$ cat src/rtl/uart_tx.sv
// UART transmitter (8N1, LSB first) fed by a byte FIFO; pop one cycle after a push into an idle empty FIFO, tx one cycle later.
// tx_ready = !full; frames run back to back while bytes are queued.
module uart_tx #(
    parameter int CLKS_PER_BIT = 434,
    parameter int FIFO_DEPTH   = 4
) (
    input  logic                          clk,
    input  logic                          rst,
    input  logic [7:0]                    tx_data,
    input  logic                          tx_valid,
    output logic                          tx_ready,
    output logic                          tx,
    output logic                          tx_busy,
    output logic [$clog2(FIFO_DEPTH):0]   fifo_count
);

    localparam int PW = $clog2(FIFO_DEPTH);
    localparam int CW = PW + 1;
    localparam int BW = $clog2(CLKS_PER_BIT);

    typedef enum logic [1:0] {
        IDLE  = 2'd0,
        START = 2'd1,
        DATA  = 2'd2,
        STOP  = 2'd3
    } state_t;

    state_t          state_q, state_d;
    logic [7:0]      mem [FIFO_DEPTH];
    logic [PW-1:0]   wr_ptr, rd_ptr;
    logic [CW-1:0]   count_q;
    logic [BW-1:0]   cnt_q, cnt_d;
    logic [2:0]      idx_q, idx_d;
    logic [7:0]      shift_q, shift_d;
    logic            tx_q, tx_d;
    logic            push, pop, bit_done, fifo_empty;

    assign tx_ready   = (count_q != CW'(FIFO_DEPTH));
    assign push       = tx_valid && tx_ready;
    assign fifo_empty = (count_q == '0);
    assign bit_done   = (cnt_q == BW'(CLKS_PER_BIT - 1));
    assign tx         = tx_q;
    assign tx_busy    = (state_q != IDLE) || !fifo_empty;
    assign fifo_count = count_q;

    // Storage carries no reset; only pointers and count define validity.
    always_ff @(posedge clk) begin
        if (push) begin
            mem[wr_ptr] <= tx_data;
        end
    end

    always_ff @(posedge clk or posedge rst) begin
        if (rst) begin
            wr_ptr  <= '0;
            rd_ptr  <= '0;
            count_q <= '0;
        end else begin
            if (push) begin
                wr_ptr <= wr_ptr + 1'b1;
            end
            if (pop) begin
                rd_ptr <= rd_ptr + 1'b1;
            end
            case ({push, pop})
                2'b10:   count_q <= count_q + 1'b1;
                2'b01:   count_q <= count_q - 1'b1;
                default: count_q <= count_q;
            endcase
        end
    end

    always_ff @(posedge clk or posedge rst) begin
        if (rst) begin
            state_q <= IDLE;
            cnt_q   <= '0;
            idx_q   <= '0;
            shift_q <= '0;
            tx_q    <= 1'b1;
        end else begin
            state_q <= state_d;
            cnt_q   <= cnt_d;
            idx_q   <= idx_d;
            shift_q <= shift_d;
            tx_q    <= tx_d;
        end
    end

    // The line level is decoded from the current state and registered,
    // so tx trails the state register by one cycle for every bit alike.
    always_comb begin
        state_d = state_q;
        cnt_d   = cnt_q;
        idx_d   = idx_q;
        shift_d = shift_q;
        pop     = 1'b0;
        tx_d    = 1'b1;
        case (state_q)
            IDLE: begin
                tx_d = 1'b1;
                if (!fifo_empty) begin
                    pop     = 1'b1;
                    shift_d = mem[rd_ptr];
                    cnt_d   = '0;
                    idx_d   = '0;
                    state_d = START;
                end
            end
            START: begin
                tx_d = 1'b0;
                if (bit_done) begin
                    cnt_d   = '0;
                    idx_d   = '0;
                    state_d = DATA;
                end else begin
                    cnt_d = cnt_q + 1'b1;
                end
            end
            DATA: begin
                tx_d = shift_q[idx_q];
                if (bit_done) begin
                    cnt_d = '0;
                    if (idx_q == 3'd7) begin
                        state_d = STOP;
                    end else begin
                        idx_d = idx_q + 3'd1;
                    end
                end else begin
                    cnt_d = cnt_q + 1'b1;
                end
            end
            STOP: begin
                tx_d = 1'b1;
                if (bit_done) begin
                    cnt_d = '0;
                    idx_d = '0;
                    // Chain straight into the next start bit when more data waits.
                    if (!fifo_empty) begin
                        pop     = 1'b1;
                        shift_d = mem[rd_ptr];
                        state_d = START;
                    end else begin
                        state_d = IDLE;
                    end
                end else begin
                    cnt_d = cnt_q + 1'b1;
                end
            end
            default: begin
                tx_d    = 1'b1;
                cnt_d   = '0;
                idx_d   = '0;
                state_d = IDLE;
            end
        endcase
    end

endmodule

$ cat config.mk
export PLATFORM = sky130hd
export DESIGN_NAME = uart_tx
export DESIGN_NICKNAME = d
export VERILOG_FILES = /design/src/rtl/uart_tx.sv
export SDC_FILE = /design/constraint.sdc
export NUM_CORES = 1
export LEC_CHECK = 0
export CAP_MARGIN = 20
export CORE_MARGIN = 2
export CORE_UTILIZATION = 30
export CTS_BUF_LIST = sky130_fd_sc_hd__clkbuf_16
export CTS_CLUSTER_SIZE = 24
export DETAILED_ROUTE_END_ITERATION = 12
export PLACE_DENSITY = 0.45
export SLEW_MARGIN = 10
export SYNTH_ARGS = -nofsm -noshare
export SYNTH_HDL_FRONTEND = slang
export SYNTH_SLANG_ARGS = --single-unit
$ cat constraint.sdc
create_clock -name clk -period 2.3 [get_ports clk]
set_clock_uncertainty 0.2 [all_clocks]
set_input_delay 0.46 -clock clk [delete_from_list [all_inputs] [get_ports clk]]
set_output_delay 0.46 -clock clk [all_outputs]
set_load 0.05 [all_outputs]
After elaboration in Yosys (flattened, before gate mapping)
Memories as Yosys holds them, arrays and structs flattened.
Index checks and enable logic that the tools add are counted.
{ "classes": {"n_addsub": 6, "order_cmp": 1, "n_eq_ne": 15, "mux": 27, "n_reduce_logical": 14} }
{ "op_table": {"columns": ["op", "n"], "rows": [
  ["$mux 9", 2],
  ["$pmux 9 s2", 1],
  ["$mux 8", 2],
  ["$pmux 8 s2", 1],
  ["$mux 3", 4],
  ["$ne 2x2->1 const B", 6],
  ["$mux 2", 5],
  ["$add 9x1->9 const B", 1],
  ["$eq 9x9->1 const B", 1],
  ["$pmux 3 s3", 1],
  ["$pmux 2 s4", 1],
  ["$add 3x1->3 const B", 2],
  ["$eq 2x2->1 const B", 3],
  ["$mux 1", 6],
  ["$pmux 3 s2", 1],
  ["$reduce_bool 2->1", 3],
  ["$reduce_and 5->1", 1],
  ["$add 2x1->2 const B", 2],
  ["$eq 2x1->1 const B", 2],
  ["$lt 3x4->1 const B", 1],
  ["$reduce_and 4->1", 1],
  ["$reduce_or 2->1", 2],
  ["$bmux 1 s3", 1],
  ["$eq 3x3->1 const B", 1],
  ["other kinds (12)", 12]
]} }
{ "totals": {"ff_bits": 30, "ram_bits": 32, "inputBits": 11, "out_inout_bits": 6, "wordCells": 72, "n_memories": 1} }
{ "mem_list": {"columns": ["memory", "words", "width", "read_ports", "rd_clocked_by_memory_dff", "wr", "line_no", "rtl"], "rows": [
  ["mem", 4, 8, 1, 0, 1, "29", "logic [7:0] mem [FIFO_DEPTH];"]
]} }

Longest topological paths before layout
Gate-level depths: netlist (run 1).
{ "depth": {"ltp_word": 6, "mapped_depth": 11, "mapped_depth_nobuf": 11} }

Least setup slack after synthesis (run 1)
No wires, ideal clock.
{ "synth_path": {"kind": "register to register", "startpoint": "reg count_q[2] (netlist: fifo_count[2])", "endpoint": "reg count_q[2] (netlist: fifo_count[2])", "setup_time_ns": 0.083, "t_arrival_ns": 2.709, "required_time_ns": 2.017, "slack_ns": -0.691, "stages_incl_launch_ff": 10, "synth_period_minus_slack_ns": 2.991, "cell_sequence": "dfrtp_1 > nand3_1 > and2_1 > inv_1 > ha_1 > inv_1 > fa_1 > xor2_1 > nor2_1 > xor2_1"} }
{ "synth_between": {"elab_cells_between_ends": 12, "cone_classes": "add/sub (2); eq/ne (3); mux (4); reduce/logical (3)"} }
{ "synth_rtl": {"columns": ["item", "line_no", "rtl"], "rows": [
  ["start: declaration", "31", "logic [CW-1:0] count_q;"],
  ["start signal: assignment", "66", "2'b10: count_q <= count_q + 1'b1;"],
  ["start signal: assignment", "67", "2'b01: count_q <= count_q - 1'b1;"],
  ["start signal: assignment", "68", "default: count_q <= count_q;"],
  ["$ne 3x3->1 (*)", "38", "assign tx_ready = (count_q != CW'(FIFO_DEPTH));"],
  ["net tx_ready", "11", "output logic tx_ready,"],
  ["$logic_and 1x1->1 (*)", "39", "assign push = tx_valid && tx_ready;"],
  ["$eq 2x1->1 / $eq 2x2->1 (equally long branches)", "65", "case ({push, pop})"],
  ["$pmux 3 s2 / $reduce_bool 2->1 (equally long branches)", null, null]
]} }
The timed path passes the listed nets; every way through them passes the cells marked *.
A chain may end at the register's enable or synchronous reset.

Worst setup path in the final report (run 1)
{ "layout_path": {"startpoint": "reg cnt_q[1]", "endpoint": "reg count_q[2] (netlist: fifo_count[2])"} }
{ "layout_between": {"elab_chain_cells": 5, "elab_cells_between_ends": 7, "cone_classes": "eq/ne (3); mux (3); reduce/logical (1)"} }
{ "layout_rtl": {"columns": ["item", "line_no", "rtl"], "rows": [
  ["start: declaration", "32", "logic [BW-1:0] cnt_q, cnt_d;"],
  ["start signal: assignment", "82", "cnt_q <= cnt_d;"],
  ["$eq 9x9->1 (*)", "41", "assign bit_done = (cnt_q == BW'(CLKS_PER_BIT - 1));"],
  ["$mux 1 (*)", "134", "if (bit_done) begin"],
  ["$pmux 1 s2 (*)", "98", "case (state_q)"],
  ["net pop", "36", "logic push, pop, bit_done, fifo_empty;"],
  ["$eq 2x1->1 / $eq 2x2->1 (equally long branches)", "65", null],
  ["$pmux 3 s2 / $reduce_bool 2->1 (equally long branches)", null, null]
]} }
Marks and branches as above.

==> results of run 1 <==
flip-flops by register name, indices dropped and copies added (netlist names):
register and cells:
rd_ptr 2, state_q 2, tx 1, idx_q 3
fifo_count 3, cnt_q 9, wr_ptr 2, shift_q 8
mem 32
worst max-delay path by stage:
stage	to	slack, ns	from
2_1_floorplan	fifo_count[2]$_DFFE_PP0P_	-0.01	cnt_q[1]$_DFFE_PP0P_
3_3_place_gp	fifo_count[2]$_DFFE_PP0P_	-0.05	tx_valid
3_5_place_dp	fifo_count[2]$_DFFE_PP0P_	-0.05	tx_valid
4_1_cts	fifo_count[2]$_DFFE_PP0P_	-0.005	state_q[0]$_DFFE_PP0P_
5_1_grt	fifo_count[2]$_DFFE_PP0P_	-0.07	cnt_q[1]$_DFFE_PP0P_
6_report	fifo_count[2]$_DFFE_PP0P_	0.02	cnt_q[1]$_DFFE_PP0P_
critical path, cell delays in order, from the launching register on:
cell	delay, ns
dfrtp_1	0.38
inv_2	0.08
ha_4	0.11
and4b_2	0.26
a31oi_4	0.12
nor2_4	0.15
ha_4	0.14
inv_2	0.03
fa_2	0.32
xor2_1	0.14
nor2_1	0.12
xor2_1	0.14
through the flow:
stage | hold slack (ns) | cell area, µm² | setup slack, ns
finish | 0.308 | 3830 | 0.0228
global route | 0.336 | 3830 | -0.0726
CTS | 0.314 | 3770 | -0.00500
detailed placement | 0.303 | 3410 | -0.0548
global placement | 0.297 | 3410 | -0.0464
floorplan | 0.276 | 2910 | -0.0135
report_power, final:
| part | switching (mW) | internal [mW] |
|---|---|---|
| sequential | 0.205 | 1.52 |
| combinational | 1.05 | 1.14 |
| clock | 0.513 | 0.964 |
cell type report:
cell class                      count  area (µm²)  share of cell area, %
Tap cell                          129         161                   4.22
Sequential cell                    62        1720                   44.9
Clock inverter                      7         105                   2.75
Timing Repair Buffer               49         399                   10.4
Clock buffer                        9         225                   5.88
Inverter                           12        45.0                   1.18
Multi-Input combinational cell    116        1170                   30.7
cell families (layout without fill, tap and decap cells):
group | count (synthesis) | count (layout)
fa+ha+maj | 15 | 15
xor+xnor | 13 | 13
buf+inv | 16 | 77
flops | 62 | 62
mux | 22 | 22
simple gates | 52 | 52
compound gates | 14 | 14
cell usage in the layout (no fill, tap or decap), types with 2 or more instances in the layout:
cell / n
buf_4: 36
nor4b_2: 2
dfrtp_1: 26
inv_6: 2
mux2_2: 2
ha_1: 10
xnor2_1: 7
nand2_1: 11
nor3_1: 4
nand2b_1: 2
o21ai_0: 4
bufinv_16: 2
a22o_1: 2
edfxtp_1: 32
mux2i_1: 2
nand3_1: 2
inv_1: 4
nor2_1: 13
xor2_1: 6
mux2_4: 8
and3_1: 4
mux4_2: 9
clkbuf_16: 9
dfrtp_2: 3
a21oi_1: 4
nand4_1: 2
clkdlybuf4s50_1: 12
ha_4: 4
inv_2: 8
metal layers:
layer | GRT usage [%] | up-vias | share of wire (%) | wire [µm]
li1 | - | 822 | - | -
met1 | 14.0 | 787 | 48 | 2470
met2 | 17.5 | 22 | 47 | 2440
met3 | 4.90 | 9 | 3.3 | 170
met4 | 4.05 | 0 | 1.4 | 74
met5 | 0 | - | 0 | 0
repair_timing:
action	4_1_cts	5_1_grt
resized for setup	3	8
setup buffers	3	1
pin swaps	3	6
hold endpoints to repair	0	0
setup endpoints to repair	2	3
==> impl_metrics.json, run 1 <==
{
  "synth_simple_gate_area_share_pct": 10.5,
  "cts_tree": "yes",
  "synthArstFlopShare_pct": 48.4,
  "ant_nets": 0,
  "irDropWorstVdd_v": 0.000442,
  "tns_ns": 0,
  "critPathKind": "reg -> reg",
  "htreeDepth": 3,
  "synth.area.top_cells": "edfxtp_1 34%, dfrtp_1 25%, mux4_2 7.1%",
  "hp-class": "in -> async",
  "synth-seq-cells": 62,
  "syn_inst": 194,
  "clock_latency_ns": 0.33,
  "r2r_slack_ns": 0.02,
  "grt_util_all_layers_pct": 11.3,
  "area_growth_pct": 33.9,
  "leakagePower_nw": 1.55,
  "fin_crit_sh_pct": 99.0,
  "antenna_found_initial": 0,
  "gr-total-overflow": 0,
  "diodes": 0,
  "io_pins": 17,
  "critPathCaptureType": "flop",
  "drtIter0Drc": 37,
  "synth.distinct_cells": 42,
  "numCtsBuffers": 9,
  "clk_path_buf_depth": 2,
  "vias": 1640,
  "cts_root_buffer": "clkbuf_16",
  "firstDrtPassIters": 4,
  "clkTransAtPathRegs_ns": 0.06,
  "num_rows": 35,
  "ys_seq_area_share_pct": 59.9,
  "clock.fmax_mhz": 439,
  "power.density_nw_per_um2": 1410,
  "maxCapViolCount": 0,
  "cp-start-kind": "flop",
  "synth_top_family_by_area": "multiplexers",
  "grt_pass1_wl_um": 8570,
  "synth_edf_count": 32,
  "route.detailed.drc": 0,
  "synth_fa_ha_area_share_pct": 6.83,
  "dpl.hpwl_um": 3670,
  "r2r_end": "fifo_count[2]$_DFFE_PP0P_",
  "synth_common_cells": "32 x edfxtp_1, 29 x dfrtp_1, 14 x ha_1, 14 x nor2_1",
  "grt_max_degree": 31,
  "rsz0062_at_grt": "yes",
  "clock_sinks": 62,
  "crit_arrival_ns": 2.33,
  "synth-main-ff-cell": "edfxtp_1",
  "finalNetCount": 276,
  "fillers": 848,
  "synth.most_common_cell": "edfxtp_1",
  "numPlacedInstances": 364,
  "die_w_um": 102,
  "place.gp.congestion": 0.678,
  "first_global_vias": 1690,
  "via_per_inst": 4.27,
  "synth-compound-area-share_pct": 3.06,
  "required_ns": 2.35,
  "syn_area_um2": 2860,
  "syn-num-nets": 220,
  "synth_top_area_share_pct": 33.6,
  "drive_gt1_share_pct": 38.8,
  "status": "finished clean",
  "synth_mux_area_share_pct": 13.2,
  "avgRoutedWirePerCell_um": 13.4,
  "die_h_um": 102,
  "r2r_cells": 11,
  "synth_area_per_cell_um2": 14.7,
  "totalWireLength_um": 5160,
  "start_util_pct": 30.9,
  "synth_xor_area_share_pct": 3.98,
  "p_total_mw": 5.40,
  "period_needed_ns": 2.28,
  "yosys.area.top_type": "edfxtp_1",
  "hold_viol": 0,
  "setup_violations": 0,
  "dieArea_um2": 10300,
  "slew_violations": 0,
  "io_buffers": 16,
  "post-route-util_pct": 41.4,
  "path_max_fanout": 2,
  "r2r_start": "cnt_q[1]$_DFFE_PP0P_",
  "worst_pin_slew_ns": 0.492,
  "yosys_warnings": 0,
  "holdBufCountCts": 0,
  "instances_no_fill": 384,
  "core_area_um2": 9240,
  "slew_headroom_pct": 67.1
}
(Power assumes the default switching activity.)
==> run 2, diff against run 1 <==
--- a/config.mk
+++ b/config.mk
@@ -8,7 +8,6 @@
 export CAP_MARGIN = 20
 export CORE_MARGIN = 2
 export CORE_UTILIZATION = 30
-export CTS_BUF_LIST = sky130_fd_sc_hd__clkbuf_16
 export CTS_CLUSTER_SIZE = 24
 export DETAILED_ROUTE_END_ITERATION = 12
 export PLACE_DENSITY = 0.45
==> run 2 against run 1 <==
Net effect: die area did not move; final cell count rose by 0.26%; worst setup slack got worse by 0.011 ns; routed wire length fell by 0.35%; final area fell by 2.2%; combinational power barely moved; sequential power barely moved; clock power fell by 26%; non-clock buffer count rose by 1; sequential cell count did not move; global-route usage fell by 0.16 points; largest power group unchanged; highest routed layer unchanged.
==> impl_metrics.json, run 2 (synthesis gave the netlist of run 1 again) <==
{
  "route.detailed.drc": 0,
  "hp-class": "in -> async",
  "path_max_fanout": 2,
  "drtIter0Drc": 51,
  "crit_arrival_ns": 2.35,
  "htreeDepth": 3,
  "hold_viol": 0,
  "diodes": 0,
  "finalNetCount": 277,
  "dpl.hpwl_um": 3670,
  "r2r_slack_ns": 0.01,
  "irDropWorstVdd_v": 0.000433,
  "io_pins": 17,
  "slew_headroom_pct": 66.9,
  "grt_pass1_wl_um": 8490,
  "antenna_found_initial": 0,
  "place.gp.congestion": 0.678,
  "worst_pin_slew_ns": 0.494,
  "numCtsBuffers": 9,
  "firstDrtPassIters": 4,
  "via_per_inst": 4.26,
  "start_util_pct": 30.9,
  "totalWireLength_um": 5140,
  "largestRegisters": "mem: 32 flops, cnt_q: 9 flops, shift_q: 8 flops",
  "first_global_vias": 1672,
  "power.density_nw_per_um2": 1340,
  "setup_violations": 0,
  "die_h_um": 102,
  "drive_gt1_share_pct": 39.1,
  "die_w_um": 102,
  "cp-startpoint": "cnt_q[1]$_DFFE_PP0P_",
  "clock.fmax_mhz": 437,
  "core_area_um2": 9240,
  "maxCapViolCount": 0,
  "gr-total-overflow": 0,
  "r2r_start": "cnt_q[1]$_DFFE_PP0P_",
  "slew_violations": 0,
  "cts_tree": "yes",
  "status": "finished clean",
  "grt_max_degree": 31,
  "whs_ns": 0.290,
  "post-route-util_pct": 40.5,
  "cp-start-kind": "flop",
  "fin_crit_sh_pct": 99.5,
  "clk_path_buf_depth": 2,
  "period_needed_ns": 2.29,
  "clock_sinks": 62,
  "dieArea_um2": 10300,
  "critPathCaptureType": "flop",
  "vias": 1640,
  "io_buffers": 16,
  "grt_util_all_layers_pct": 11.1,
  "mostFrequentLayoutCell": "buf_4",
  "largest_reg_flops": 32,
  "leakagePower_nw": 1.52,
  "rsz0062_at_grt": "yes",
  "ant_nets": 0,
  "avgRoutedWirePerCell_um": 13.4,
  "critPathKind": "reg -> reg",
  "cts_root_buffer": "clkbuf_8",
  "required_ns": 2.37,
  "regMostFlops": "mem",
  "final_cell_mix": "35 x buf_4, 32 x edfxtp_1, 26 x dfrtp_1",
  "clkTransAtPathRegs_ns": 0.08,
  "area_growth_pct": 31.0,
  "num_rows": 35,
  "clock_latency_ns": 0.34
}
-- run 2: final cells by class --
cell class	instances	area (µm²)
Fill cell	862	5500
Multi-Input combinational cell	116	1170
Clock buffer	9	124
Clock inverter	7	105
Sequential cell	62	1720
Inverter	12	45.0
Timing Repair Buffer	50	417
Tap cell	129	161
-- run 2: final timing paths --
path,endpoint,cells past startpoint
setup / recovery,fifo_count[2]$_DFFE_PP0P_,11
hold / removal,wr_ptr[1]$_DFFE_PP0P_,3
setup reg to reg,fifo_count[2]$_DFFE_PP0P_,11
hold reg to reg,shift_q[1]$_DFFE_PP0P_,1
max in group asynchronous,tx$_DFF_PP1_,3
min in group clk,shift_q[1]$_DFFE_PP0P_,1
-- run 2: layer usage --
layer | wire length, µm | part of all wire [%] | vias up | GRT usage, %
met2 | 2460 | 48 | 18 | 17.1
met5 | 0 | 0 | - | 0
met3 | 155 | 3.0 | 5 | 4.28
met1 | 2460 | 48 | 795 | 14.2
li1 | - | - | 822 | -
met4 | 63 | 1.2 | 0 | 4.37
-- run 2: timing repair --
item                                   in CTS  in global routing
endpoints found under the hold margin       0                  0
gates resized for setup                     6                  9
hold buffers                                0                  0
setup buffers                               3                  2
setup endpoints to repair                   3                  3
pin swaps                                   4                  6
-- run 2: per-stage QoR --
stage | power, mW | setup slack [ns] | instance area, µm² | TNS, ns | std cells
floorplan | 3.20 | -0.0135 | 2910 | -0.0135 | 194
global placement | 3.86 | -0.0464 | 3410 | -0.0464 | 364
detailed placement | 3.86 | -0.0548 | 3410 | -0.0548 | 364
CTS | 5.04 | -0.00417 | 3690 | -0.00417 | 383
global route | 5.36 | -0.0912 | 3740 | -0.0925 | 385
finish | 5.03 | 0.0113 | 3740 | 0 | 385
-- run 2: power by group --
group / total [mW] / internal [mW] / switching, mW
registers: 1.72 / 1.52 / 0.201
clock network: 1.09 / 0.626 / 0.462
logic: 2.22 / 1.16 / 1.06
-- run 2: critical path: stages (launching register included) --
cell and delay, ns:
dfrtp_1 0.39, inv_2 0.08, ha_4 0.11, and4b_2 0.26, a31oi_4 0.12, nor2_4 0.15
ha_4 0.15, inv_2 0.03, fa_2 0.32, xor2_1 0.14, nor2_1 0.12, xor2_1 0.14
